### config.mk
export PLATFORM = sky130hd
export DESIGN_NAME = mem_bus_initiator
export DESIGN_NICKNAME = d
export VERILOG_FILES = /design/src/rtl/mem_bus_pkg.sv /design/src/rtl/mem_bus_align.sv /design/src/rtl/mem_bus_initiator.sv
export SDC_FILE = /design/constraint.sdc
export NUM_CORES = 1
export LEC_CHECK = 0
export ABC_AREA = 1
export ABC_CLOCK_PERIOD_IN_PS = 3300
export CORE_MARGIN = 1
export CORE_UTILIZATION = 61
export DETAILED_ROUTE_END_ITERATION = 7
export DONT_BUFFER_PORTS = 1
export PLACE_DENSITY = 0.8
export SYNTH_ARGS = -nofsm -noshare
export SYNTH_HDL_FRONTEND = slang
export SYNTH_SLANG_ARGS = --single-unit
### constraint.sdc
create_clock -name i_clk -period 3.3 [get_ports i_clk]
set_input_delay 0.66 -clock i_clk [delete_from_list [all_inputs] [get_ports i_clk]]
set_output_delay 0.66 -clock i_clk [all_outputs]
set_load 0.01 [all_outputs]
### src/rtl/mem_bus_pkg.sv
// mem_bus_pkg: shared types and lane-alignment helpers for the memory-bus initiator
package mem_bus_pkg;
    typedef enum logic [1:0] {SZ_BYTE = 2'd0, SZ_HALF = 2'd1, SZ_WORD = 2'd2} size_e;
    typedef enum logic [1:0] {IDLE, LA, WAIT, RESP} state_e;

    // Size 3 is never legal; halves and words must sit on their natural boundary.
    function automatic logic is_illegal(input logic [1:0] size, input logic [1:0] addr_lo);
        return size == 2'd3 || (size == SZ_HALF && addr_lo[0]) || (size == SZ_WORD && addr_lo != 2'b00);
    endfunction

    function automatic logic [3:0] gen_wstrb(input logic [1:0] size, input logic [1:0] addr_lo);
        return size == SZ_BYTE ? 4'b0001 << addr_lo : size == SZ_HALF ? 4'b0011 << addr_lo : 4'b1111;
    endfunction

    function automatic logic [31:0] lane_replicate(input logic [1:0] size, input logic [31:0] wdata);
        return size == SZ_BYTE ? {4{wdata[7:0]}} : size == SZ_HALF ? {2{wdata[15:0]}} : wdata;
    endfunction

    function automatic logic [31:0] extract_load(input logic [1:0] size, input logic sgn,
                                                 input logic [1:0] addr_lo, input logic [31:0] rdata);
        logic [7:0]  b;
        logic [15:0] h;
        b = 8'(rdata >> {addr_lo, 3'b000});
        h = 16'(rdata >> {addr_lo[1], 4'b0000});
        return size == SZ_BYTE ? {{24{sgn & b[7]}}, b} : size == SZ_HALF ? {{16{sgn & h[15]}}, h} : rdata;
    endfunction
endpackage

### src/rtl/mem_bus_align.sv
// mem_bus_align: combinational store-lane replication, strobe generation and load extension
// Ports: i_size/i_signed/i_addr_lo describe the access; i_wdata store data (LSB-justified);
//        i_rdata raw bus word; o_wstrb strobes, o_wdata replicated lanes, o_load extended result
module mem_bus_align
    import mem_bus_pkg::*;
(
    input  logic [1:0]  i_size,
    input  logic        i_signed,
    input  logic [1:0]  i_addr_lo,
    input  logic [31:0] i_wdata,
    input  logic [31:0] i_rdata,
    output logic [3:0]  o_wstrb,
    output logic [31:0] o_wdata,
    output logic [31:0] o_load
);
    assign o_wstrb = gen_wstrb(i_size, i_addr_lo);
    assign o_wdata = lane_replicate(i_size, i_wdata);
    assign o_load  = extract_load(i_size, i_signed, i_addr_lo, i_rdata);
endmodule

### src/rtl/mem_bus_initiator.sv
// mem_bus_initiator: PicoRV32 native-bus master running one aligned load/store at a time
// Ports: i_clk/i_reset; i_cmd_*/o_cmd_ready command port; o_rsp_*/i_rsp_ready response port;
//        o_mem_*/i_mem_* native bus (registered); o_mem_la_* look-ahead, active only in the LA cycle
module mem_bus_initiator
    import mem_bus_pkg::*;
#(
    parameter int TIMEOUT_CYCLES = 64,
    parameter bit INSTR_FETCH    = 1'b0
) (
    input  logic        i_clk,
    input  logic        i_reset,
    input  logic        i_cmd_valid,
    output logic        o_cmd_ready,
    input  logic        i_cmd_write,
    input  logic [1:0]  i_cmd_size,
    input  logic        i_cmd_signed,
    input  logic [31:0] i_cmd_addr,
    input  logic [31:0] i_cmd_wdata,
    output logic        o_rsp_valid,
    input  logic        i_rsp_ready,
    output logic [31:0] o_rsp_rdata,
    output logic        o_rsp_error,
    output logic        o_mem_valid,
    output logic        o_mem_instr,
    input  logic        i_mem_ready,
    output logic [31:0] o_mem_addr,
    output logic [31:0] o_mem_wdata,
    output logic [3:0]  o_mem_wstrb,
    input  logic [31:0] i_mem_rdata,
    output logic        o_mem_la_read,
    output logic        o_mem_la_write,
    output logic [31:0] o_mem_la_addr,
    output logic [31:0] o_mem_la_wdata,
    output logic [3:0]  o_mem_la_wstrb
);
    localparam int CW = $clog2(TIMEOUT_CYCLES);

    state_e        r_state;
    logic          r_write;
    logic          r_signed;
    logic [1:0]    r_size;
    logic [31:0]   r_addr;
    logic [31:0]   r_wdata;
    logic [CW-1:0] r_cnt;
    logic          r_mem_valid;
    logic [31:0]   r_mem_addr;
    logic [31:0]   r_mem_wdata;
    logic [3:0]    r_mem_wstrb;
    logic          r_rsp_valid;
    logic          r_rsp_error;
    logic [31:0]   r_rsp_rdata;
    logic [3:0]    w_wstrb;
    logic [31:0]   w_wdata;
    logic [31:0]   w_load;
    logic          w_la;

    mem_bus_align u_align (
        .i_size    (r_size),
        .i_signed  (r_signed),
        .i_addr_lo (r_addr[1:0]),
        .i_wdata   (r_wdata),
        .i_rdata   (i_mem_rdata),
        .o_wstrb   (w_wstrb),
        .o_wdata   (w_wdata),
        .o_load    (w_load)
    );

    assign w_la           = r_state == LA;
    assign o_cmd_ready    = r_state == IDLE;
    assign o_rsp_valid    = r_rsp_valid;
    assign o_rsp_rdata    = r_rsp_rdata;
    assign o_rsp_error    = r_rsp_error;
    assign o_mem_valid    = r_mem_valid;
    assign o_mem_instr    = INSTR_FETCH;
    assign o_mem_addr     = r_mem_addr;
    assign o_mem_wdata    = r_mem_wdata;
    assign o_mem_wstrb    = r_mem_wstrb;
    assign o_mem_la_read  = w_la && !r_write;
    assign o_mem_la_write = w_la && r_write;
    assign o_mem_la_addr  = w_la ? {r_addr[31:2], 2'b00} : '0;
    assign o_mem_la_wdata = w_la ? w_wdata : '0;
    assign o_mem_la_wstrb = (w_la && r_write) ? w_wstrb : '0;

    always_ff @(posedge i_clk) begin
        if (i_reset) begin
            r_state     <= IDLE;
            r_write     <= 1'b0;
            r_signed    <= 1'b0;
            r_size      <= 2'd0;
            r_addr      <= '0;
            r_wdata     <= '0;
            r_cnt       <= '0;
            r_mem_valid <= 1'b0;
            r_mem_addr  <= '0;
            r_mem_wdata <= '0;
            r_mem_wstrb <= '0;
            r_rsp_valid <= 1'b0;
            r_rsp_error <= 1'b0;
            r_rsp_rdata <= '0;
        end else begin
            case (r_state)
                IDLE: if (i_cmd_valid) begin
                    r_write  <= i_cmd_write;
                    r_signed <= i_cmd_signed;
                    r_size   <= i_cmd_size;
                    r_addr   <= i_cmd_addr;
                    r_wdata  <= i_cmd_wdata;
                    r_cnt    <= '0;
                    // Illegal commands answer immediately without touching the bus.
                    if (is_illegal(i_cmd_size, i_cmd_addr[1:0])) begin
                        r_state     <= RESP;
                        r_rsp_valid <= 1'b1;
                        r_rsp_error <= 1'b1;
                        r_rsp_rdata <= '0;
                    end else begin
                        r_state <= LA;
                    end
                end
                LA: begin
                    r_mem_valid <= 1'b1;
                    r_mem_addr  <= {r_addr[31:2], 2'b00};
                    r_mem_wdata <= w_wdata;
                    r_mem_wstrb <= r_write ? w_wstrb : 4'b0000;
                    r_state     <= WAIT;
                end
                WAIT: if (i_mem_ready) begin
                    // A ready on the timeout cycle still completes normally.
                    r_mem_valid <= 1'b0;
                    r_rsp_valid <= 1'b1;
                    r_rsp_error <= 1'b0;
                    r_rsp_rdata <= r_write ? '0 : w_load;
                    r_state     <= RESP;
                end else if (r_cnt == CW'(TIMEOUT_CYCLES - 1)) begin
                    r_mem_valid <= 1'b0;
                    r_rsp_valid <= 1'b1;
                    r_rsp_error <= 1'b1;
                    r_rsp_rdata <= '0;
                    r_state     <= RESP;
                end else begin
                    r_cnt <= r_cnt + CW'(1);
                end
                RESP: if (i_rsp_ready) begin
                    r_rsp_valid <= 1'b0;
                    r_state     <= IDLE;
                end
                default: r_state <= IDLE;
            endcase
        end
    end
endmodule

### Word level (Yosys, flattened, before mapping)

Cells that the tools add are included.

| operators by class | value |
|---|---|
| $add $sub $neg | 1 |
| multipliers | 0 |
| divide/modulo/power cells | 0 |
| order comparisons | 0 |
| equality and inequality tests | 14 |
| shifts and indexed selects | 4 |
| mux-type cells | 37 |
| bitwise operators | 2 |
| reductions and logical operators | 19 |

Operator list:

| kind | number |
|---|---|
| 32-bit 2-to-1 mux | 11 |
| 32-bit one-hot mux with 2 select lines | 1 |
| 32-bit by 5-bit right shift with 16-bit output | 1 |
| 32-bit by 5-bit right shift with 8-bit output | 1 |
| 6-bit 2-to-1 mux | 3 |
| 4-bit 2-to-1 mux | 4 |
| 6-bit one-hot mux with 2 select lines | 1 |
| 2-bit 2-to-1 mux | 5 |
| 2-bit == test (second input constant) | 4 |
| 1-bit 2-to-1 mux | 8 |
| 2-bit != test (second input constant) | 4 |
| 2-bit one-hot mux with 4 select lines | 1 |
| 4-bit AND reduction | 2 |
| 6-bit by 1-bit adder with 6-bit output (second input constant) | 1 |
| 2-bit by 1-bit == test with 1-bit output (second input constant) | 3 |
| 6-bit == test (second input constant) | 1 |
| 2-bit nonzero test | 3 |
| 5-bit AND reduction | 1 |
| 1-bit logical AND | 4 |
| 2-bit logical NOT | 2 |
| 1-bit one-hot mux with 2 select lines | 2 |
| 2-bit AND reduction | 2 |
| 1-bit by 2-bit << shifter with 4-bit output (first input constant) | 1 |
| 2-bit by 2-bit << shifter with 4-bit output (first input constant) | 1 |
| 8 further kinds | 10 |

| word-level totals | value |
|---|---|
| flip-flop bits (word level) | 177 |
| bits in latches | 0 |
| bits in writable memories | 0 |
| bits in read-only memories | 0 |
| input port bits | 105 |
| output and inout port bits | 175 |
| word-level logic and storage cells | 91 |
| memories kept | 0 |

### Logic depth before layout (Yosys ltp)

Gate-level depths: netlist (run 1).

| depth | value |
|---|---|
| depth after elaboration | 7 |
| depth in mapped cells | 11 |
| mapped depth without buffers | 10 |

### Cells and area by module

Synthesis (run 1) repeated with hierarchy kept, for this count alone.

| unflattened totals | value |
|---|---|
| cells, all modules | 1,299 |
| area, all modules | 8,559.5 um2 |

By module, submodules not included:

| module | instances | cells an instance | area an instance (um2) | seq. area each (um2) |
|---|---|---|---|---|
| mem_bus_initiator | 1 | 967 | 6,937.9 | 3,543.4 |
| mem_bus_align | 1 | 332 | 1,621.6 | 0.0 |

### Worst setup path after synthesis (run 1)

No wires, ideal clock.

| timing | value |
|---|---|
| kind | register to output |
| from | register r_state[1] |
| to | output o_mem_la_addr[10] |
| arrival | 1.292 ns |
| required time | 2.640 ns |
| slack | 1.348 ns |
| stages on the path, launching flop included | 8 |
| buffers on the path | 3 |
| cell sequence | dfxtp_1 > inv_1 > ha_1 > buf_2 > buf_2 > buf_2 > nand2_1 > inv_1 |

| on the way | value |
|---|---|
| longest elaborated chain between the ends | 2 |

RTL lines:

| item | RTL line | RTL |
|---|---|---|
| from (decl) | mem_bus_initiator.sv:38 | `state_e r_state;` |
| from (signal assigned) | mem_bus_initiator.sv:86 | `r_state <= IDLE;` |
| from (signal assigned) | mem_bus_initiator.sv:111 | `r_state <= RESP;` |
| from (signal assigned) | mem_bus_initiator.sv:116 | `r_state <= LA;` |
| 2-bit by 1-bit == test with 1-bit output | mem_bus_initiator.sv:68 | `assign w_la = r_state == LA;` |
| 32-bit 2-to-1 mux | mem_bus_initiator.sv:80 | `assign o_mem_la_addr = w_la ? {r_addr[31:2], 2'b00} : '0;` |
| to (decl) | mem_bus_initiator.sv:32 | `output logic [31:0] o_mem_la_addr,` |

Every way passes these cells.

### Worst setup path after layout (run 1)

| timing | value |
|---|---|
| from | register r_state[1] |
| to | output o_mem_la_wdata[23] |

| on the way | value |
|---|---|
| longest elaborated chain between the ends | 2 |

RTL lines:

| item | RTL line | RTL |
|---|---|---|
| 2-bit by 1-bit == test with 1-bit output | mem_bus_initiator.sv:68 |  |
| 32-bit 2-to-1 mux | mem_bus_initiator.sv:81 | `assign o_mem_la_wdata = w_la ? w_wdata : '0;` |
| to (decl) | mem_bus_initiator.sv:33 | `output logic [31:0] o_mem_la_wdata,` |

Every way passes these cells.

==> results of run 1 <==
[per-stage QoR]
step | cells | setup WS [ns] | power, mW
finish | 1267 | 0.583 | 7.21
global route | 1266 | 0.464 | 7.66
CTS | 1265 | 0.593 | 7.22
detailed placement | 1235 | 1.04 | 5.27
global placement | 1235 | 1.08 | 5.22
floorplan | 1134 | 1.35 | 4.87
[metal layers]
layer	share of wire	global-route usage
met1	0.41	0.378
met2	0.46	0.482
met3	0.10	0.100
met4	0.023	0.107
met5	0	0
[cells in the mapped netlist (all sizes together)]
cell	count
conb	1
inv	109
nor3	3
nand3	27
a31o	1
buf	47
nor2	151
dfxtp	177
clkbuf	33
nor3b	1
o21ai	101
nand3b	1
or2	15
ha	9
o221ai	8
and3	2
o21bai	1
nand2	273
a32oi	1
a21oi	151
o211ai	9
o22ai	9
[cells by family after synthesis]
family	after synthesis
buffers and inverters	189
and+or+nand+nor	473
AOI/OAI and AO/OA	281
DFF	177
adders and majority gates	9
other	1
[sequential cells by signal, indices dropped and copies added (netlist names), 4 cells and up]
register	cells
r_cnt	6
o_mem_addr	30
r_wdata	32
o_rsp_rdata	32
o_mem_wdata	32
r_addr	32
o_mem_wstrb	4
[layout make-up]
cell class	count	share of cell area
well taps	172	0.0251
diodes	2	0.000585
inverters	109	0.0487
clock buffers	18	0.0501
clock inverters	12	0.0161
flip-flops and latches	177	0.414
multi-input cells	768	0.438
repair buffers	9	0.00789
[cell usage in the layout (no fill, tap or decap), drive strengths merged, types with 4 or more instances in the layout]
master,instances
o21ai,101
buf,9
a21oi,151
inv,110
clkbuf,18
nor2,151
clkinvlp,4
nand3,27
ha,9
o22ai,9
o221ai,8
dfxtp,177
clkinv,5
or2,15
nand2,273
o211ai,9
conb,5
[worst max-delay path by stage]
stage | endpoint | start | slack [ns]
2_1_floorplan | o_mem_la_addr[10] | r_state[1] | 1.35
3_3_place_gp | o_mem_la_wstrb[2] | r_addr[1] | 1.08
3_5_place_dp | o_mem_la_wdata[23] | r_state[1] | 1.04
4_1_cts | o_mem_la_wdata[23] | r_state[1] | 0.59
5_1_grt | o_mem_la_wdata[15] | r_size[0] | 0.46
6_report | o_mem_la_wdata[23] | r_state[1] | 0.58
[critical path, stage by stage, from the launching register on]
cell and delay (ns):
dfxtp_1 0.33, inv_1 0.09, ha_2 0.42, inv_2 0.30, nor3_1 0.48
[where the power goes]
part / switching (mW) / leakage (nW) / internal, mW
registers: 0.351 / 1.44 / 2.54
logic: 1.67 / 2.06 / 0.693
clock network: 0.842 / 0.266 / 1.11
total: 2.87 / 3.77 / 4.34
==> flow_summary.ini, run 1 <==
[logic_synthesis]
synth_top_area_share = 0.435
netlist_instances = 1130
synth_seq_area_share = 0.435
syn_area_per_cell_um2 = 7.20
synthesis.area_um2 = 8140
synthAdderAreaFrac = 0.0138
synth_compound_area_frac = 0.195
synth_mux_area_frac = 0
synthXorXnorAreaFrac = 0
ys_top_cells_by_area = dfxtp_1, nand2_1, a21oi_1
synth_area_leader_cell = dfxtp_1
ys.warnings.count = 0
ys_types = 42
synth-seq-cells = 177
synth_top_family_by_area = simple AND/OR/NAND/NOR gates
synth-simple-area-share = 0.249

[placed_design]
dp_hpwl_mm = 14.4
place_area_um2 = 7990
globalplace.congestion = 0.889
port_buffers = 0

[timing]
skew_ns = 0.0102
period_share = 0.823
slew_headroom = 0.516
finalSetupViolations = 0
fin_setup_tns_ns = 0
rsz0062_at_grt = false
timing.final.crit_period_ns = 2.72
worst-slew-pin-transition_ns = 0.724
maxSlewViolCount = 0
max_freq_ghz = 0.368
hold_viol = 0
hold_ws_ns = 0.297

[clock_network]
cts_buffers = 17
path_clk_slew_ns = 0.06
cts_sinks = 177
cts_resized = 0
cts_tree = built
cts_root_buf = clkbuf_16
clockBufferDepth = 2
worstSkewPairLatency_ns = 0.43
cts_hold_buf = 0
post_cts_buffers = 0
htreeDepth = 4

[final_layout]
stdcell_area_um2 = 8560
syn2layout_area_growth_pct = 5.18
drive_above_1_share = 0.0997
layout.nets = 1196
multi_input_area_um2 = 3750
regArea_um2 = 3540
finish.utilization = 0.668
fillers = 1152

[setup_path]
worstSetupEndpointType = output port
r2r-end = o_rsp_rdata[13]
critPathRequiredTime_ns = 2.64
ff2ff_path_depth = 8
r2r_setup_slack_ns = 1.17
timing.rr.start = r_state[0]
cp_data_arrival_time_ns = 2.06
crit_fanout = 27
cp-start-kind = flip-flop
critical_path_class = flip-flop to output port

[floorplan]
die_x_um = 118
dieArea_um2 = 13800
num_rows = 41
die_h_um = 118
core_um2 = 12800
io_pins = 280
start_util = 0.635

[routing]
wl_mm = 21.2
viasPerCell = 5.68
wl_per_cell_um = 16.7
drtAntennaViolNets = 0
num_vias = 7193
drc = 0
drt_iter0_markers = 619
drt_pass1_iterations = 5

[grt]
grt_overflow = 0
first_global_vias = 6444
grt_pass1_wl_mm = 33.5
grt_antenna_before_repair = 2
grtUsageTotal = 0.301
grt_max_degree = 105

[hold_path]
hold_path_class = primary input to flip-flop
hold_path_end = o_mem_addr[4]
hp-start = i_reset
hold_path_depth = 1

[job]
cap_violations = 0

[pwr]
leakage_nw = 3.77
p_per_area_nw_per_um2 = 842
vdd_drop_max_v = 0.000497

[run_status]
outcome = finished, final reports clean
Power figures use the tool's default switching activity.
==> inputs of run 2 (changes only) <==
--- a/config.mk
+++ b/config.mk
@@ -5,13 +5,13 @@
 export SDC_FILE = /design/constraint.sdc
 export NUM_CORES = 1
 export LEC_CHECK = 0
-export ABC_AREA = 1
-export ABC_CLOCK_PERIOD_IN_PS = 3300
+export ABC_AREA = 0
+export ABC_CLOCK_PERIOD_IN_PS = 2200
 export CORE_MARGIN = 1
-export CORE_UTILIZATION = 61
+export CORE_UTILIZATION = 57
 export DETAILED_ROUTE_END_ITERATION = 7
 export DONT_BUFFER_PORTS = 1
-export PLACE_DENSITY = 0.8
+export PLACE_DENSITY = 0.78
 export SYNTH_ARGS = -nofsm -noshare
 export SYNTH_HDL_FRONTEND = slang
 export SYNTH_SLANG_ARGS = --single-unit
==> constraint.sdc (replaced) <==
create_clock -name i_clk -period 2.2 [get_ports i_clk]
set_input_delay 0.44 -clock i_clk [delete_from_list [all_inputs] [get_ports i_clk]]
set_output_delay 0.44 -clock i_clk [all_outputs]
set_load 0.01 [all_outputs]
==> run 2 against run 1 <==
Setup slack got worse by 0.52 ns; largest power group unchanged; via count down 11%; count of clock-buffer cells in the layout grew 5; critical path type unchanged; first-iteration DRC count decreased by 19%; sequential power is 41% higher; utilization shrank 0.75 points; non-clock buffer count grew 21.
==> flow_summary.ini, run 2 <==
[setup_path]
crit_fanout = 20
cp-start-kind = flip-flop
critPathRequiredTime_ns = 1.76
critical_path_class = flip-flop to output port
cp_cell_sequence = inv_1, ha_4, inv_4, buf_4, nor2_1
critPathMaxStageDelay_ns = 0.32
worstSetupEndpointType = output port
cp_data_arrival_time_ns = 1.70
critPathSlowestCell = dfxtp_1

[final_layout]
syn2layout_area_growth_pct = 12.3
fillers = 1104
diodes = 0
stdcell_area_um2 = 8360
layout_common_cells = nand2_1, dfxtp_1, a21oi_1, nor2_1, and2_1
layout.nets = 1004
drive_above_1_share = 0.103

[clock_network]
cts_tree = built
worstSkewPairLatency_ns = 0.42
cts_hold_buf = 0
cts_buffers = 17
cts_root_buf = clkbuf_16
path_clk_slew_ns = 0.06
cts_sinks = 177
htreeDepth = 4
clockBufferDepth = 2

[logic_synthesis]
synthesis.area_um2 = 7450
async_flop_share = 0
ys_types = 43
synth_top_area_share = 0.476
synth_common_cells = dfxtp_1, nand2_1, a21oi_1
syn_area_per_cell_um2 = 8.19
ys.warnings.count = 0
synth_seq_area_share = 0.476
synth_ff_type = dfxtp_1
synth_area_leader_cell = dfxtp_1
synth.most_common_cell = dfxtp_1
netlist_instances = 909
synth_edf_count = 0
ys_top_cells_by_area = dfxtp_1, a21oi_1, nand2_1
synth-seq-cells = 177

[floorplan]
core_um2 = 12700
io_pins = 280
die_h_um = 116
start_util = 0.588
num_rows = 41
die_x_um = 116
dieArea_um2 = 13500

[run_status]
outcome = finished, final reports clean

[grt]
grt_overflow = 0
grt_pass1_wl_mm = 29.6
first_global_vias = 5871
grt_antenna_before_repair = 0
grtUsageTotal = 0.285
grt_max_degree = 150

[timing]
maxSlewViolCount = 0
timing.final.crit_period_ns = 2.14
max_freq_ghz = 0.468
worst-slew-pin-transition_ns = 0.709
slew_headroom = 0.526
skew_ns = 0.00513
rsz0062_at_grt = true
period_share = 0.971
hold_viol = 0
finalSetupViolations = 0
setup_slack_ns = 0.0642

[placed_design]
dp_hpwl_mm = 13.8
pre_cts_slack_ns = -0.122
port_buffers = 0
place_area_um2 = 7630
globalplace.congestion = 0.906

[routing]
drtAntennaViolNets = 0
wl_per_cell_um = 18.7
drt_pass1_iterations = 6
wl_mm = 20.1
drt_iter0_markers = 501
drc = 0
num_vias = 6391
viasPerCell = 5.95

[pwr]
leakage_nw = 3.04
p_per_area_nw_per_um2 = 1200
vdd_drop_max_v = 0.000657

[job]
cap_violations = 0

[hold_path]
hold_path_class = primary input to flip-flop
[run 2: cell count changes after synthesis, sizes merged, moves of 23 or more]
cell	delta
o21ai	-94
buf	-29
a211oi	+23
nor2	-52
mux2i	+27
nand2	-97
a22o	+27
and2	+39
inv	-100
[run 2: final timing paths]
path                    from  cells past startpoint  slack, ns           endpoint
setup reg to reg  r_state[1]                      8       0.08    o_rsp_rdata[28]
setup / recovery  r_state[1]                      5       0.06  o_mem_la_wdata[8]
hold / removal       i_reset                      1       0.09     o_mem_wdata[1]
hold reg to reg    r_addr[6]                      2       0.45          r_addr[6]
[run 2: cells by family (layout without fill, tap and decap cells)]
logic type / count (synthesis) / after routing / synth area share
multiplexers: 36 / 36 / 0.0499
flip-flops: 177 / 177 / 0.476
AO/OA/AOI/OAI: 246 / 246 / 0.204
XOR/XNOR: 2 / 2 / 0.00235
adder cells (fa/ha/maj): 9 / 9 / 0.0151
other: 1 / 5 / 0.000504
buffers and inverters: 82 / 71 / 0.0459
AND/OR/NAND/NOR: 356 / 356 / 0.207
[run 2: what timing repair did]
action,CTS,global route
resized for setup,10,14
pin swaps,0,1
setup endpoints to repair,44,62
buffers inserted,1,1
[run 2: worst max-delay path, delay by kind of cell, from the launching register on]
| kind | cells | cell delay, ns |
|---|---|---|
| adder cells (fa/ha/maj) | 1 | 0.24 |
| buffers and inverters | 3 | 0.49 |
| flip-flops | 1 | 0.32 |
| AND/OR/NAND/NOR | 1 | 0.21 |
[run 2: area by class of cell]
cell class              count  area [µm²]  area share
clock inverters             8         103      0.0123
flip-flops and latches    177        3550       0.424
repair buffers             30         298      0.0356
inverters                  10        40.0     0.00479
clock buffers              23         498      0.0595
multi-input cells         654        3660       0.438
well taps                 172         215      0.0257
[run 2: metrics by stage]
step / total power [mW] / setup TNS, ns / util / instances / hold WS (ns)
final: 10.0 / 0 / 0.660 / 1074 / 0.0947
after global routing: 10.5 / -0.0688 / 0.660 / 1074 / 0.0737
after CTS: 9.95 / 0 / 0.655 / 1073 / 0.0687
after detailed placement: 6.88 / -2.78 / 0.602 / 1041 / 0.436
after global placement: 6.81 / -0.234 / 0.602 / 1041 / 0.433
after floorplan: 6.11 / 0 / - / 913 / 0.432
[run 2: report_power, final]
group / switching, mW / internal [mW] / total, mW
clock: 1.22 / 1.82 / 3.04
combinational: 1.86 / 1.07 / 2.94
sequential: 0.414 / 3.65 / 4.07
total: 3.50 / 6.54 / 10.0
[run 2: layer usage]
layer / part of all wire / wire, µm / vias up / track usage
met2: 0.49 / 9890 / 281 / 0.486
met4: 0.027 / 550 / 0 / 0.132
li1: - / - / 3052 / -
met5: 0 / 0 / - / 0
met1: 0.38 / 7700 / 3011 / 0.320
met3: 0.096 / 1930 / 47 / 0.0976
==> inputs of run 3 (changes only) <==
--- a/config.mk
+++ b/config.mk
@@ -7,6 +7,7 @@
 export LEC_CHECK = 0
 export ABC_AREA = 0
 export ABC_CLOCK_PERIOD_IN_PS = 2200
+export CAP_MARGIN = 20
 export CORE_MARGIN = 1
 export CORE_UTILIZATION = 57
 export DETAILED_ROUTE_END_ITERATION = 7
@@ -14,4 +15,5 @@
 export PLACE_DENSITY = 0.78
 export SYNTH_ARGS = -nofsm -noshare
 export SYNTH_HDL_FRONTEND = slang
+export SYNTH_HIERARCHICAL = 1
 export SYNTH_SLANG_ARGS = --single-unit
==> run 3 against run 2 <==
Largest cell class unchanged; register-to-register slack improved by 0.11 ns; clock skew grew 0.0046 ns; sequential share of layout area fell by 1.9 points; area after synthesis rose by 10%; synthesized cell count up 11%; wire length is 5.4% higher; combinational power grew 3%; critical endpoint is now o_mem_la_wstrb[2]; non-clock buffer count fell by 11; critical path type unchanged; critical path depth down 1.
==> flow_summary.ini, run 3 <==
[run_status]
outcome = finished, final reports clean

[pwr]
leakage_nw = 3.41
p_per_area_nw_per_um2 = 1120
vdd_drop_max_v = 0.000771
total_power_mw = 9.84

[setup_path]
cp_data_arrival_time_ns = 1.66
critPathSlowestCell = dfxtp_2
crit_fanout = 22
critPathRequiredTime_ns = 1.76
cp-start-kind = flip-flop
crit_family = flip-flops
critPathMaxStageDelay_ns = 0.32
critical_path_class = flip-flop to output port
cp_num_buf_inv = 1
cp_cell_sequence = buf_4, ha_1, a211o_1, and3_4
worstSetupEndpointType = output port

[placed_design]
port_buffers = 0
dp_cells = 1118
globalplace.congestion = 0.838
dp_hpwl_mm = 14.5

[final_layout]
drive_above_1_share = 0.0967
syn2layout_area_growth_pct = 7.15
diodes = 0
fin_cells = 1152
layout_commonest_cell = nand2_1
layout.nets = 1074
layout_common_cells = nand2_1, dfxtp_1, a21oi_1, nor2_1, and2_1

[clock_network]
clockBufferDepth = 2
cts_root_buf = clkbuf_16
cts_tree = built
cts_hold_buf = 0
cts_sinks = 177
path_clk_slew_ns = 0.06
htreeDepth = 4
worstSkewPairLatency_ns = 0.42
cts_buffers = 17

[routing]
viasPerCell = 5.84
num_vias = 6726
wl_mm = 21.2
drtAntennaViolNets = 0
drt_iter0_markers = 442
drt_pass1_iterations = 5
wl_per_cell_um = 18.4
drc = 0

[timing]
finalSetupViolations = 0
maxSlewViolCount = 0
skew_ns = 0.00975
worst-slew-pin-transition_ns = 0.615
period_share = 0.954
hold_viol = 0
fin_setup_tns_ns = 0
timing.final.crit_period_ns = 2.10
rsz0062_at_grt = false
max_freq_ghz = 0.476
hold_ws_ns = 0.0987
slew_headroom = 0.589

[logic_synthesis]
synth_edf_count = 0
async_flop_share = 0
syn_area_per_cell_um2 = 8.15
synth_area_leader_cell = dfxtp_1
synth-seq-cells = 177
synthesis.area_um2 = 8200
netlist_instances = 1006
ys_top_cells_by_area = dfxtp_1, nand2_1, a21oi_1
synth_common_cells = nand2_1, dfxtp_1, a21oi_1
synth_seq_area_share = 0.432
ys_types = 48
synth_top_area_share = 0.432
ys.warnings.count = 6
synth.most_common_cell = nand2_1
synth_ff_type = dfxtp_1

[grt]
grt_overflow = 0
grt_max_degree = 180
first_global_vias = 6285
grt_antenna_before_repair = 0
grt_pass1_wl_mm = 32.2
grtUsageTotal = 0.278

[floorplan]
io_pins = 280
num_rows = 43
core_um2 = 13900
start_util = 0.588
die_h_um = 122
dieArea_um2 = 14900
die_x_um = 122

[job]
cap_violations = 0

[hold_path]
hold_path_class = primary input to flip-flop
run 3: routing by layer:
metal	routed length [µm]	part of all wire	track usage
met1	8480	0.40	0.334
met2	10100	0.48	0.456
met3	2110	0.10	0.0950
met4	490	0.023	0.107
met5	0	0	0
run 3: repair_timing:
item	CTS	global route
endpoints found under the hold margin	0	0
pin swaps	0	1
setup endpoints to repair	18	8
gates resized for setup	8	11
setup buffers	0	2
run 3: kinds of logic after synthesis:
kind of cell / Yosys count / share of synthesized area
other cells: 1 / 0.000458
fa+ha+maj: 10 / 0.0153
buf+inv: 100 / 0.0612
flops: 177 / 0.432
compound gates: 218 / 0.151
mux: 62 / 0.0934
simple gates: 438 / 0.246
run 3: worst paths after layout:
kind               from                end  slack (ns)  cells past startpoint
max           r_addr[1]  o_mem_la_wstrb[2]        0.10                      4
min             i_reset         r_state[0]         0.1                      1
max reg2reg  r_state[0]     o_rsp_rdata[0]        0.19                      7
min reg2reg  r_addr[13]         r_addr[13]        0.45                      2
run 3: worst register-to-register path, delay by kind of cell, from the launching register on:
| kind | cells | cell delay, ns |
|---|---|---|
| compound gates | 1 | 0.40 |
| flops | 1 | 0.36 |
| buf+inv | 3 | 0.53 |
| simple gates | 1 | 0.11 |
| mux | 1 | 0.24 |
| fa+ha+maj | 1 | 0.27 |
run 3: layout make-up:
cell class / instances / area, µm²
sequential: 177 / 3560
fill: 1225 / 5150
clock buffer: 23 / 498
clock inverter: 9 / 72.6
multi-input combinational: 733 / 4200
timing repair buffer: 19 / 193
inverter: 11 / 41.3
tap: 180 / 225
run 3: where the power goes:
part / leakage (nW) / internal (mW) / switching [mW] / total [mW]
combinational: 1.69 / 1.13 / 1.91 / 3.04
clock: 0.282 / 1.61 / 1.27 / 2.89
sequential: 1.44 / 3.58 / 0.333 / 3.91
run 3: per-stage QoR:
stage | util | setup slack [ns] | cell area [µm²]
3_3_place_gp | 0.586 | 0.302 | 8160
2_1_floorplan | - | 0.0433 | 8210
3_5_place_dp | 0.586 | 0.208 | 8160
5_1_grt | 0.630 | 0.00201 | 8780
4_1_cts | 0.628 | 0.000940 | 8750
6_report | 0.630 | 0.101 | 8780
